### src/rtl/mpres_meter_pkg.sv
// mpres_meter_pkg: shared channel-state encoding and channel count for the period meter.
package mpres_meter_pkg;
    localparam int NCH = 4;
    typedef enum logic [1:0] {
        ST_IDLE,
        ST_ARMED,
        ST_LOCKED
    } chan_state_e;
endpackage

### src/rtl/mpres_period_chan.sv
// mpres_period_chan: one measurement channel.
// It synchronises an asynchronous input, detects its rising edges, counts clk_in
// cycles between them and records the period.
// Ports: clk_in/rstn   clock and async active-low reset
//        d             asynchronous signal under measurement
//        rise_o        registered rising-edge pulse
//        per           last recorded period, saturating at 2^W-1
//        lock          channel holds a valid measurement
//        ovf           counter saturated since the last valid measurement
// Macro MPRES_METER_TIMEOUT_EN: a saturated ARMED/LOCKED channel drops back to IDLE.
module mpres_period_chan
    import mpres_meter_pkg::*;
#(
    parameter int W = 8
) (
    input  logic         clk_in,
    input  logic         rstn,
    input  logic         d,
    output logic         rise_o,
    output logic [W-1:0] per,
    output logic         lock,
    output logic         ovf
);
    localparam logic [W-1:0] MAX = '1;
    logic [2:0]   sync_q, sync_d;
    logic [W-1:0] cnt_q, cnt_d, per_q, per_d;
    logic         ovf_q, ovf_d, rise_q, rise_d;
    logic         rise, sat;
    chan_state_e  state_q, state_d;

    always_comb begin
        sync_d  = {sync_q[1:0], d};
        rise    = sync_q[1] & ~sync_q[2];
        sat     = cnt_q == MAX;
        rise_d  = rise;
        cnt_d   = rise ? '0 : (sat ? cnt_q : cnt_q + 1'b1);
        state_d = state_q;
        per_d   = per_q;
        ovf_d   = ovf_q;
        if (rise) begin
            state_d = (state_q == ST_IDLE) ? ST_ARMED : ST_LOCKED;
            // The first edge out of IDLE only starts the count.
            if (state_q != ST_IDLE) begin
                per_d = sat ? MAX : cnt_q + 1'b1;
                ovf_d = sat;
            end
        end else if (sat) begin
            ovf_d = 1'b1;
`ifdef MPRES_METER_TIMEOUT_EN
            state_d = ST_IDLE;
`endif
        end
    end

    always_ff @(posedge clk_in or negedge rstn) begin
        if (!rstn) begin
            sync_q  <= '0;
            cnt_q   <= '0;
            per_q   <= '0;
            ovf_q   <= 1'b0;
            rise_q  <= 1'b0;
            state_q <= ST_IDLE;
        end else begin
            sync_q  <= sync_d;
            cnt_q   <= cnt_d;
            per_q   <= per_d;
            ovf_q   <= ovf_d;
            rise_q  <= rise_d;
            state_q <= state_d;
        end
    end

    assign rise_o = rise_q;
    assign per    = per_q;
    assign lock   = state_q == ST_LOCKED;
    assign ovf    = ovf_q;
endmodule

### src/rtl/mpres_meter.sv
// mpres_meter: four-channel period meter for the prescaler outputs D1..D4.
// Ports: clk_in/rstn   clock and async active-low reset
//        D1..D4        asynchronous signals under measurement
//        sel           channel select (0 = D1 .. 3 = D4)
//        period        registered period of the selected channel, in clk_in cycles
//        valid         selected channel is locked
//        ovf           selected channel's counter saturated
//        edge_o        one-cycle rising-edge pulse per channel, bit 0 = D1
// Macro MPRES_METER_TIMEOUT_EN: saturated channels time out back to IDLE.
module mpres_meter
    import mpres_meter_pkg::*;
#(
    parameter int W = 8
) (
    input  logic         clk_in,
    input  logic         rstn,
    input  logic         D1,
    input  logic         D2,
    input  logic         D3,
    input  logic         D4,
    input  logic [1:0]   sel,
    output logic [W-1:0] period,
    output logic         valid,
    output logic         ovf,
    output logic [3:0]   edge_o
);
    logic [NCH-1:0] d_in, rise, lock, ovf_ch;
    logic [W-1:0]   per [NCH];
    logic [W-1:0]   period_q, period_d;
    logic           valid_q, valid_d, ovf_q, ovf_d;
    logic [3:0]     edge_q, edge_d;

    assign d_in = {D4, D3, D2, D1};

    for (genvar g = 0; g < NCH; g++) begin : g_chan
        mpres_period_chan #(.W(W)) u_chan (
            .clk_in (clk_in),
            .rstn   (rstn),
            .d      (d_in[g]),
            .rise_o (rise[g]),
            .per    (per[g]),
            .lock   (lock[g]),
            .ovf    (ovf_ch[g])
        );
    end

    always_comb begin
        period_d = per[sel];
        valid_d  = lock[sel];
        ovf_d    = ovf_ch[sel];
        edge_d   = rise;
    end

    always_ff @(posedge clk_in or negedge rstn) begin
        if (!rstn) begin
            period_q <= '0;
            valid_q  <= 1'b0;
            ovf_q    <= 1'b0;
            edge_q   <= '0;
        end else begin
            period_q <= period_d;
            valid_q  <= valid_d;
            ovf_q    <= ovf_d;
            edge_q   <= edge_d;
        end
    end

    assign period = period_q;
    assign valid  = valid_q;
    assign ovf    = ovf_q;
    assign edge_o = edge_q;
endmodule

### config.mk
export PLATFORM = sky130hd
export DESIGN_NAME = mpres_meter
export DESIGN_NICKNAME = d
export VERILOG_FILES = /design/src/rtl/mpres_meter_pkg.sv /design/src/rtl/mpres_period_chan.sv /design/src/rtl/mpres_meter.sv
export SDC_FILE = /design/constraint.sdc
export NUM_CORES = 1
export LEC_CHECK = 0
export BUFFER_PORTS_ARGS = -buffer_cell sky130_fd_sc_hd__buf_2
export CAP_MARGIN = 25
export CORE_UTILIZATION = 55
export DETAILED_ROUTE_END_ITERATION = 10
export GPL_TIMING_DRIVEN = 0
export PLACE_DENSITY_LB_ADDON = 0.12
export SLEW_MARGIN = 20
export SYNTH_ARGS = -nofsm -noshare
export SYNTH_HDL_FRONTEND = slang
export SYNTH_HIERARCHICAL = 1
export SYNTH_SLANG_ARGS = --single-unit
### constraint.sdc
create_clock -name clk_in -period 1.48 [get_ports clk_in]
set_input_delay 0.074 -clock clk_in [delete_from_list [all_inputs] [get_ports clk_in]]
set_output_delay 0.074 -clock clk_in [all_outputs]
set_load 0.05 [all_outputs]
==> summary.md <==
| Metric | Value |
|---|---|
| Initial antenna violation count | 0 |
| Die height | 92.51 um |
| Hold Violations, Final | 0 |
| Core area | 0.007807 mm^2 |
| Switch share | 32.88% |
| Worst hold path depth | 2 |
| Filler instances | 610 |
| Slew at the pin with the worst max-slew slack | 0.4625 ns |
| P_sw | 2455 uW |
| Sequential share of power | 52.7% |
| Mean Syn Cell Area | 12.31 um^2 |
| Top cells by count, synth | dfrtp_1, a21oi_1, nand2_1, o21ai_0, a31oi_1 |
| GP Congestion | 0.8822 |
| Register Area | 0.002654 mm^2 |
| Clk pwr share | 21.8% |
| Internal power | 5011 uW |
| Clk_lat worst skew | 0.36 ns |
| Final Max Slew Viols | 0 |
| Worst vdd ir | 0.0007436 V |
| Vias in the first global route | 3110 |
| Max clock buf depth | 2 |
| NumNets Final | 423 |
| Status | completed |
| CP Max Fanout | 5 |
| Worst R2R End | g_chan[0].u_chan/cnt_q[0] |
| Total die area | 0.008558 mm^2 |
| Syn Inst Count | 366 |
| Non-Filler Instances | 518 |
| Grt total ovfl | 0 |
| Footprint of the multi-input gates | 0.001832 mm^2 |
| Slowest stage delay, CP | 0.42 ns |
| CTS tree | done |
| Post-DP Area | 0.004762 mm^2 |
| Die width | 92.51 um |
| Predominant post-synthesis flop cell | dfrtp_1 |
| Area grow syn2layout | 14.02% |
| First-pass iteration count of the detailed router | 4 |
| Largest net degree at the start of global routing | 63 |
| Avg WL per Cell | 17.24 um |
| Yosys top cell area share | 58.87% |
| Fmax | 703.4 MHz |
| Final period utilization | 96.06% |
| Pwr Density | 1453 mW/mm^2 |
| Cell with the most instances after synthesis | dfrtp_1 |
| Data arrival time of the critical path | 1.67 ns |
| Final setup viols | 0 |
| Final Util | 65.80% |
| Comb pwr share | 25.5% |
| Vias per cell | 6.131 |
| Ant. Diodes | 0 |
| Hold Path Sink | valid |
| Placed Cells | 488 |
| Total GRT Usage | 22.86% |
| I/O pins | 22 |
| RSZ-0062 raised after global routing | false |
| Post-synthesis compound-gate area fraction | 13.89% |
| Worst EP required | 1.73 ns |
| HP Start | sel[0] |
| Detailed Route Iter0 Violations | 129 |
| Crit-path cells | ha_4, nand4_2, or3_1, and3_1 |
| Register area share after synthesis | 58.87% |
| Async set-reset flop share out of synthesis | 100.0% |
| CP max-delay cell | dfrtp_1 |
| Rel. slew slack | 69.05% |
| Synth area leader | dfrtp_1 |
| Root Driver | clkbuf_8 |
| Area of the mapped netlist | 0.004506 mm^2 |
| Synth area leaders | dfrtp_1, mux4_2, a21oi_1, a31oi_1, o21ai_0 |
| Main combinational cell family by area after synthesis | simple AND/OR/NAND/NOR gates |
| Max cap viols | 0 |
| Clock slew at reported path FFs | 0.09 ns |
| Final Cell Area | 0.005137 mm^2 |
| Site row count | 32 |
| XOR/XNOR Fraction of Synth Area | 1.555% |
| Post-synth cell types | 36 |
| CTS buffer count | 9 |
| DP Wirelength | 6.207 mm |
| Clock H-tree levels | 3 |
| Post-route ant nets | 0 |
| Setup_tns | 0 ns |
| Share of layout cells above drive strength 1 | 25.00% |
| Sink Count | 106 |
| Detailed-route wire length | 8.928 mm |
| Crit start category | flip-flop |
| R2R setup slack | 0.06 ns |
| #FFs+latches synth | 106 |
| Synth Area in Adders | 1.111% |
| Hold WS | 0.1522 ns |
| DRC errors left | 0 |
| Via Count | 3176 |
| Critical path endpoint category | flip-flop |
| Simple-gate area share of the yosys netlist | 15.44% |
| Starting Density | 57.71% |
| EDFF count, synth | 0 |
| Clk_skew | 0.01162 ns |
| R2r startpoint | g_chan[0].u_chan/cnt_q[0] |
| Fin crit period | 1.422 ns |
| P_leak | 0.002283 uW |
| IO Port Bufs | 19 |
| Syn Nets | 378 |
| Proportion of synthesized area in mux cells | 6.998% |
| First-pass GRT wire length | 15.03 mm |
| Kind of critical path | reg2reg |
| Worst r2r path cells | 4 |
| Ys Warns | 6 |
| Worst hold path class | in2reg |
## worst max-delay path: cells and delay by family, from the launching register on
kind                     cells  cell delay [ns]
flip-flops                   1             0.42
adder cells (fa/ha/maj)      1             0.19
AND/OR/NAND/NOR              3             0.71
## power by group through the flow
stage,clock [uW],combinational [uW],sequential (uW)
2_1_floorplan,0,993,4150
3_3_place_gp,0,1640,3980
3_5_place_dp,0,1670,4010
4_1_cts,1690,1840,3900
5_1_grt,1780,2080,4000
6_report,1620,1910,3940
## worst max-delay path by stage
stage | endpoint | depth (start not counted) | from
2_1_floorplan | g_chan[0].u_chan/cnt_q[0] | 4 | g_chan[0].u_chan/cnt_q[0]
3_3_place_gp | g_chan[3].u_chan/cnt_q[1] | 1 | rstn
3_5_place_dp | g_chan[1].u_chan/per[6] | 4 | g_chan[1].u_chan/cnt_q[0]
4_1_cts | g_chan[1].u_chan/cnt_q[0] | 4 | g_chan[1].u_chan/cnt_q[0]
5_1_grt | g_chan[0].u_chan/cnt_q[0] | 4 | g_chan[0].u_chan/cnt_q[0]
6_report | g_chan[0].u_chan/cnt_q[0] | 4 | g_chan[0].u_chan/cnt_q[0]
## cell families after synthesis
| group | Yosys count |
|---|---|
| muxes | 18 |
| and+or+nand+nor | 108 |
| AOI/OAI and AO/OA | 104 |
| xor gates and xnor gates | 8 |
| adders and majority gates | 4 |
| buffers and inverters | 18 |
| DFF | 106 |
## placed cells by master (no fill, tap or decap), types with 10 or more instances in the layout
cell	instances
dfrtp_1	105
a21oi_1	40
nand2_1	20
o21ai_0	20
buf_2	18
a31oi_1	16
buf_4	13
nand3_1	12
nor3_1	12
clkbuf_8	11
mux4_2	10
## repair_timing
action                                  4_1_cts  5_1_grt
buffers inserted                              7        2
endpoints found under the hold margin        48        0
hold buffers                                  5        0
endpoints found under the setup margin       24       11
gates resized for setup                       9        4
## layout make-up
cell class | count | share of cell area (%)
Timing Repair Buffer | 34 | 4.798
Sequential cell | 106 | 51.66
Clock buffer | 13 | 3.093
Tap cell | 102 | 2.484
Clock inverter | 3 | 0.4384
Buffer | 10 | 1.291
Inverter | 8 | 0.5845
Multi-Input combinational cell | 242 | 35.66
## state kept, by name (all words and copies together), names as in the netlist
signal,cells
g_chan.u_chan/rise_o,4
ovf,1
period,8
edge_o,4
g_chan.u_chan/sync_q,12
g_chan.u_chan/cnt_q,32
g_chan.u_chan/per,32
g_chan.u_chan/state_q,8
valid,1
g_chan.u_chan/ovf,4
## metrics by stage
stage          total power [uW]  setup WS [ns]
6_report                   7466        0.05830
5_1_grt                    7857       0.005639
4_1_cts                    7430        0.02095
3_5_place_dp               5677        -0.1315
3_3_place_gp               5618        -0.7547
2_1_floorplan              5145        0.09650
## per-layer routing
layer / routed length, um / global-route usage [%]
met5: 0 / 0
met4: 110 / 6.380
met3: 346 / 4.351
met2: 4260 / 36.11
met1: 4210 / 32.62
No activity file was read; power rests on OpenSTA's default activity.
